**src/rtl/adc_frame_packer.sv**
```systemverilog
// adc_frame_packer: buffers one ADC sample and serialises it as a 4-byte
// frame (header, sample high byte, sample low byte, XOR checksum) toward a
// UART transmitter. Each byte is paced by a 0->1 edge on eot_i. A per-byte
// watchdog aborts the frame when the transmitter stalls.

module adc_frame_packer #(
    parameter int                 DataWidth = 12,
    parameter logic [7:0]         Header    = 8'hA5,
    parameter int                 ToWidth   = 20,
    parameter logic [ToWidth-1:0] ToLimit   = 20'hFFFFF
) (
    input  logic                 clk_i,
    input  logic                 rst_i,
    input  logic                 en_i,
    input  logic [DataWidth-1:0] sample_i,
    input  logic                 valid_i,
    input  logic                 clr_i,
    input  logic                 eot_i,
    output logic [7:0]           d_o,
    output logic                 st_o,
    output logic                 busy_o,
    output logic                 ovf_o,
    output logic                 to_o
);

    typedef enum logic [1:0] {
        S_IDLE  = 2'd0,
        S_LOAD  = 2'd1,
        S_START = 2'd2,
        S_WAIT  = 2'd3
    } state_e;

    localparam logic [1:0]         LastIdx  = 2'd3;
    localparam logic [ToWidth-1:0] WdOne    = {{(ToWidth-1){1'b0}}, 1'b1};
    localparam logic [ToWidth-1:0] WdFinal  = ToLimit - WdOne;

    // FSM state and frame bookkeeping
    state_e              state_q, state_d;
    logic [1:0]          idx_q, idx_d;
    logic [ToWidth-1:0]  wd_q, wd_d;
    logic [15:0]         frame_q, frame_d;
    logic [7:0]          d_q, d_d;

    // One-entry sample buffer
    logic                buf_full_q, buf_full_d;
    logic [15:0]         buf_data_q, buf_data_d;

    // Sticky status flags
    logic                ovf_q, ovf_d;
    logic                to_q, to_d;

    // Previous eot_i value for edge detection
    logic                eot_q;

    // Internal handshakes between the FSM and the buffer/flags
    logic                take;
    logic                drop;
    logic                timeout;
    logic                eot_rise;
    logic [15:0]         sample_ext;
    logic [7:0]          cur_byte;

    assign sample_ext = 16'(sample_i);
    assign eot_rise   = eot_i & ~eot_q;

    // Select the frame byte addressed by the byte index
    always_comb begin
        // NOTE: every signal assigned in an always_comb gets a default (or a
        // full case) so no path leaves it unassigned and no latch is inferred.
        cur_byte = Header;
        unique case (idx_q)
            2'd0: cur_byte = Header;
            2'd1: cur_byte = frame_q[15:8];
            2'd2: cur_byte = frame_q[7:0];
            2'd3: cur_byte = Header ^ frame_q[15:8] ^ frame_q[7:0];
            default: cur_byte = Header;
        endcase
    end

    // Next-state logic of the frame sequencer
    always_comb begin
        state_d = state_q;
        idx_d   = idx_q;
        wd_d    = wd_q;
        frame_d = frame_q;
        d_d     = d_q;
        take    = 1'b0;
        timeout = 1'b0;

        unique case (state_q)
            S_IDLE: begin
                // en_i only gates new frames; a held sample waits here.
                if (en_i && buf_full_q) begin
                    take    = 1'b1;
                    frame_d = buf_data_q;
                    idx_d   = 2'd0;
                    state_d = S_LOAD;
                end
            end
            S_LOAD: begin
                d_d     = cur_byte;
                wd_d    = '0;
                state_d = S_START;
            end
            S_START: begin
                state_d = S_WAIT;
            end
            S_WAIT: begin
                // A byte-done edge beats a watchdog expiry in the same cycle.
                if (eot_rise) begin
                    if (idx_q == LastIdx) begin
                        state_d = S_IDLE;
                    end else begin
                        idx_d   = idx_q + 2'd1;
                        state_d = S_LOAD;
                    end
                end else if (wd_q >= WdFinal) begin
                    timeout = 1'b1;
                    state_d = S_IDLE;
                end else begin
                    wd_d = wd_q + WdOne;
                end
            end
            default: state_d = S_IDLE;
        endcase
    end

    // Buffer capture/drop: a slot being emptied this cycle may be refilled
    always_comb begin
        buf_full_d = buf_full_q;
        buf_data_d = buf_data_q;
        drop       = 1'b0;

        if (take) begin
            buf_full_d = 1'b0;
        end

        if (valid_i) begin
            if (!buf_full_q || take) begin
                buf_full_d = 1'b1;
                buf_data_d = sample_ext;
            end else begin
                drop = 1'b1;
            end
        end
    end

    // Sticky flags: a set event in the same cycle as clr_i wins
    always_comb begin
        ovf_d = ovf_q;
        to_d  = to_q;

        if (clr_i) begin
            ovf_d = 1'b0;
            to_d  = 1'b0;
        end
        if (drop) begin
            ovf_d = 1'b1;
        end
        if (timeout) begin
            to_d = 1'b1;
        end
    end

    // FSM and frame registers
    always_ff @(posedge clk_i or negedge rst_i) begin
        // NOTE: sequential state uses non-blocking assignments so every
        // register samples the pre-edge values of the others.
        if (!rst_i) begin
            state_q <= S_IDLE;
            idx_q   <= 2'd0;
            wd_q    <= '0;
            frame_q <= 16'h0000;
            d_q     <= 8'h00;
        end else begin
            state_q <= state_d;
            idx_q   <= idx_d;
            wd_q    <= wd_d;
            frame_q <= frame_d;
            d_q     <= d_d;
        end
    end

    // Sample buffer registers
    always_ff @(posedge clk_i or negedge rst_i) begin
        if (!rst_i) begin
            buf_full_q <= 1'b0;
            buf_data_q <= 16'h0000;
        end else begin
            buf_full_q <= buf_full_d;
            buf_data_q <= buf_data_d;
        end
    end

    // Sticky flag registers
    always_ff @(posedge clk_i or negedge rst_i) begin
        if (!rst_i) begin
            ovf_q <= 1'b0;
            to_q  <= 1'b0;
        end else begin
            ovf_q <= ovf_d;
            to_q  <= to_d;
        end
    end

    // eot_i history; resets high so an eot_i already high is not an edge
    always_ff @(posedge clk_i or negedge rst_i) begin
        if (!rst_i) begin
            eot_q <= 1'b1;
        end else begin
            eot_q <= eot_i;
        end
    end

    assign d_o    = d_q;
    assign st_o   = (state_q == S_START);
    assign busy_o = (state_q != S_IDLE);
    assign ovf_o  = ovf_q;
    assign to_o   = to_q;

endmodule
```
**config.mk**
```make
export PLATFORM = sky130hd
export DESIGN_NAME = adc_frame_packer
export DESIGN_NICKNAME = d
export VERILOG_FILES = /design/src/rtl/adc_frame_packer.sv
export SDC_FILE = /design/constraint.sdc
export NUM_CORES = 1
export LEC_CHECK = 0
export CORE_MARGIN = 4
export CORE_UTILIZATION = 55
export CTS_BUF_LIST = sky130_fd_sc_hd__clkbuf_4
export DETAILED_ROUTE_END_ITERATION = 6
export PLACE_DENSITY = 0.89
export SETUP_SLACK_MARGIN = 0.1
export SLEW_MARGIN = 20
export SYNTH_ARGS = -nofsm -noshare
export SYNTH_HDL_FRONTEND = slang
export SYNTH_SLANG_ARGS = --single-unit
```
**constraint.sdc**
```tcl
create_clock -name clk_i -period 2.2 [get_ports clk_i]
set_clock_uncertainty 0.15 [all_clocks]
set_input_delay 0.66 -clock clk_i [delete_from_list [all_inputs] [get_ports clk_i]]
set_output_delay 0.66 -clock clk_i [all_outputs]
set_load 0.05 [all_outputs]
```
[Yosys cells after proc, flatten, opt, wreduce, memory -nomap -nowiden]
Cells that the tools add are included.
Word-level totals
  register bits: 60
  input bits: 18
  output and inout port bits: 12
Operators by class
  $add $sub $neg: 2
  order comparisons: 1
  equal/unequal tests: 12
  muxes and demuxes: 26
  bitwise gates (word level): 4
  reduce and logical (&&, ||, !) cells: 15
Operators with widths (count)
  $mux W20: 2
  $pmux W20 S2: 1
  $pmux W8 S4: 1
  $add A20 B1 Y20 const B: 1
  $ge A20 B20 Y1 const B: 1
  $mux W1: 14
  $mux W2: 6
  $ne A2 B2 Y1 const B: 5
  $reduce_bool A2 Y1: 5
  $eq A2 B2 Y1 const B: 4
  $pmux W2 S4: 1
  $xor A8 B8 Y8: 1
  $reduce_and A2 Y1: 3
  $eq A2 B1 Y1 const B: 2
  $logic_not A2 Y1: 2
  $not A2 Y4: 1
  $pmux W2 S2: 1
  $reduce_and A4 Y1: 1
  $ne A3 B3 Y1 const B: 1
  $reduce_and A3 Y1: 1
  $add A2 B1 Y2 const B: 1
  $and A1 B1 Y1: 1
  $logic_and A1 B1 Y1: 1
  $logic_not A1 Y1: 1
  2 further kinds: 2

[Logic depth before layout (Yosys ltp)]
  depth after elaboration: 7
  depth in mapped cells: 7
  depth with buffers taken out: 6

[Worst setup path before layout]
No wires, ideal clock.
  kind: in2reg
  start: input port eot_i
  end: register state_q[0]
  data arrival time: 1.767 ns
  slack: 0.219 ns
  stages: 5
  path buffers: 0
  path through: or2b_2 nor3b_1 o31ai_1 o21ai_1 o21a_1
Between the ends
  longest elaborated chain between the ends: 3
  elaborated cells between the ends (all ways): 5
Ends and longest elaborated chain
  start, declared: line 18  | input logic eot_i,
  $and A1 B1 Y1 *: line 64  | assign eot_rise = eot_i & ~eot_q;
  $mux W2 / $ne A3 B3 Y1 (equally long branches)
  $pmux W2 S4 / $reduce_and A2 Y1 (equally long branches)
  end signal, assigned: line 176  | state_q <= state_d;
  end, declared: line 38  | state_e state_q, state_d;
Mark *: on every way between the ends. The rest lies on a longest branch, timed or not.
A chain may end at the register's enable or synchronous reset.

[Worst setup path after layout]
  start: register state_q[0]
  end: output port st_o
Between the ends
  longest elaborated chain between the ends: 1
Ends and longest elaborated chain
  $eq A2 B2 Y1: line 216  | assign st_o = (state_q == S_START);
  end, declared: line 20  | output logic st_o,
Every way passes these cells.

==> impl_results.md <==
* Worst endpoint required time at approximately 1400 ps
* WL/cell at between 15 and 20 um
* Clock tree from TritonCTS: built
* Nature of the critical path startpoint: flip-flop
* Sum of internal, switching and leakage power at between 0.004 and 0.005 W
* Met2 wire length at roughly 3.1 mm
* Chip height at about 80 um
* Register cell area after layout at roughly 1500 um2
* Run status: complete, no violations
* Number of failing hold endpoints at the final stage at 0
* Filler cell count at 348
* Post-layout instance area at between 3000 and 4000 um2
* Layout overhead on the synthesized area at 23.9%
* Weighted congestion at the end of routability-driven global placement at slightly above 0.8
* Count of non-filler cells in the finished layout at between 300 and 400
* Total number of clock tree sinks at 60
* Post-placement cell count at about 370
* Drt first-iter violations at about 240
* Hold bufs inserted after CTS at 0
* Worst-margin pin slew at around 400 ps
* Sequential cell area fraction in the yosys report at 0.498
* Pre-CTS setup slack at -366 ps
* Final cycle utilization of the critical path at 0.938
* Cell area after placement at 3460 um2
* Routed Antenna Nets at 0
* Vias per cell at approximately 6
* Clock latency reported for the late side of the worst-skew pair at slightly above 400 ps
* Fraction of final layout cells sized beyond drive strength 1 at 0.313
* Uppermost metal layer occupied by signal nets: met4
* Overflow left after global routing at 0
* Combined global-route utilization of all metal layers at 0.219
* Count of port buffers added during placement at 29
* Netlist area before placement at slightly above 3000 um2
* Largest net degree at the start of global routing at 61
* Leading cell types in the layout, fill and taps excluded: sky130_fd_sc_hd__dfrtp_1, sky130_fd_sc_hd__buf_4, sky130_fd_sc_hd__nand2_1, sky130_fd_sc_hd__mux2_2
* Global-route wire length before repair at roughly 11 mm
* Hold Path Class: in2async
* Overall die area at 6740 um2
* Maximum resistive drop on vdd at about 700 uV
* Max-slew violation total from the final report at 0
* Number of max-cap violations at 0
* Most used DFF post-synth: sky130_fd_sc_hd__dfrtp_1
* Post-layout nets at 349
* Via count of the first global-routing pass at ~2200
* CTS clock-pin slew for the worst setup and hold paths at 110 ps
* Sort of element at the end of the critical path: primary output
* Number of buffers added by the clock tree synthesis step at 9
* Area taken by multi-input logic gates at around 1500 um2
* Met1 layer wirelength in the final routing at a little under 3 mm
* Met3 routed WL at 324 um
* Commonest non-fill, non-tap cell in the layout: sky130_fd_sc_hd__dfrtp_1
* Remaining DRCs at 0
* Die Width at 82.1 um
* Std-Cell Core Area at about 5200 um2
* Leak pwr at between 1.5 and 2 nW
* Setup ws final at between 100 and 150 ps
* Post-synthesis register bit count at 60
* Number of iterations in the first detailed-routing pass at 4
* Hpwl dp at 4.36 mm
* Total power divided by cell area at about 1200 nW/um2
* CTS root buf: sky130_fd_sc_hd__clkbuf_4
* Via count of the routed design at roughly 2300
* Avg Inst Size Synth at around 11 um2
* Number of distinct library cell variants in the gate-level netlist after synthesis at 54
* Row Count at 26
* Post-route minimum period at roughly 2100 ps
* Starting Density at 0.580
* I/O pin total at 30
* Highest Clock Rate at 484 MHz
* Number of buffers on the longest clock path at 2
* Cells after Synth at 272
* Number of antenna violations at the first check in global routing at 1
* H-tree depth reported by CTS at 3
* Headroom to the max-slew limit at 0.730
* Setup repair after global routing missed its margin: true
* Nets in the synthesized netlist at 300
* Setup Crit Path Kind: reg2out
* Number of synthesized flops with an enable pin at 0
* Yosys warns at 0
* Total Routed Length at roughly 6.5 mm
* Final setup violation count at 0
* Data arrival time of the worst path at 1250 ps
* Proportion of synthesized flip-flops having asynchronous set or reset at 1.00
* Largest fanout of any net on the critical path at 3
## cell usage after synthesis (3+ instances only)
library cell | n | area [um2]
sky130_fd_sc_hd__inv_1 | 12 | 45.0
sky130_fd_sc_hd__xnor2_1 | 4 | 35.0
sky130_fd_sc_hd__clkbuf_1 | 6 | 22.5
sky130_fd_sc_hd__mux2i_1 | 7 | 70.1
sky130_fd_sc_hd__mux2_2 | 26 | 293
sky130_fd_sc_hd__a31oi_1 | 3 | 18.8
sky130_fd_sc_hd__a21oi_1 | 11 | 55.1
sky130_fd_sc_hd__nand2_1 | 27 | 101
sky130_fd_sc_hd__nand4_1 | 5 | 31.3
sky130_fd_sc_hd__o21ai_1 | 3 | 15.0
sky130_fd_sc_hd__o22ai_1 | 6 | 37.5
sky130_fd_sc_hd__ha_1 | 10 | 125
sky130_fd_sc_hd__a31o_2 | 4 | 35.0
sky130_fd_sc_hd__nand2b_1 | 4 | 25.0
sky130_fd_sc_hd__xor2_1 | 3 | 26.3
sky130_fd_sc_hd__nand3_1 | 16 | 80.1
sky130_fd_sc_hd__dfrtp_1 | 59 | 1480
sky130_fd_sc_hd__o21ai_0 | 5 | 25.0
sky130_fd_sc_hd__buf_2 | 4 | 20.0
sky130_fd_sc_hd__nor2_1 | 15 | 56.3
## routing by layer
metal | vias up | global-route usage
met3 | 15 | 0.0347
met4 | 0 | 0.146
met5 | - | 0
li1 | 1090 | -
met1 | 1151 | 0.298
met2 | 83 | 0.325
## sequential cells by signal, summed over array words and instances, names as in the netlist
name,cells
buf_data_q,12
state_q,2
buf_full_q,1
d_o,8
frame_q,12
eot_q,1
to_o,1
ovf_o,1
wd_q,20
idx_q,2
## critical path: stages, from the launching register on
cell and delay (ps):
sky130_fd_sc_hd__dfrtp_1 410, sky130_fd_sc_hd__inv_2 100, sky130_fd_sc_hd__ha_2 200, sky130_fd_sc_hd__buf_12 130
## repair_timing
action,4_1_cts,5_1_grt
pin swaps,2,2
setup endpoints to repair,4,11
gates resized for setup,4,9
setup buffers,6,1
## power by group
| part | switching, W | leakage [nW] | total [W] | internal [W] |
|---|---|---|---|---|
| Combinational | 0.00101 | 0.821 | 0.00189 | 0.000878 |
| Clock | 0.000425 | 0.0952 | 0.000996 | 0.000572 |
| Sequential | 0.000252 | 0.754 | 0.00169 | 0.00144 |
## stage by stage
step / utilization / setup TNS (ps) / hold WS, ps
finish: 0.719 / 0 / 78.9
global placement: 0.665 / -4670 / 324
CTS: 0.711 / 0 / 85.7
global route: 0.719 / 0 / 104
detailed placement: 0.665 / -5940 / 341
floorplan: - / 0 / 214
## cell type report
cell class,instances,area share
Antenna cell,1,0.000669
Inverter,12,0.0127
Tap cell,70,0.0234
Sequential cell,60,0.402
Clock inverter,7,0.0308
Timing Repair Buffer,48,0.120
Multi-Input combinational cell,190,0.393
Clock buffer,9,0.0181
## logic make-up (layout without fill, tap and decap cells)
group / after synthesis / after routing / synth area share
buffers and inverters: 22 / 76 / 0.0290
AO/OA/AOI/OAI: 52 / 52 / 0.130
other: 0 / 1 / 0
adder cells (fa/ha/maj): 10 / 10 / 0.0414
flip-flops: 60 / 60 / 0.498
AND/OR/NAND/NOR: 88 / 88 / 0.161
XOR/XNOR: 7 / 7 / 0.0203
multiplexers: 33 / 33 / 0.120
## final timing paths
kind,end,slack [ps],cells past startpoint,startpoint
worst max-delay path,st_o,140,3,state_q[0]
worst min-delay path,buf_data_q[9],80,2,rst_i
worst max register to register,wd_q[19],230,8,state_q[0]
worst min register to register,frame_q[5],360,1,buf_data_q[5]
max in group asynchronous,eot_q,1520,2,rst_i
min in group clk_i,frame_q[5],360,1,buf_data_q[5]
No activity file was read; power rests on OpenSTA's default activity.
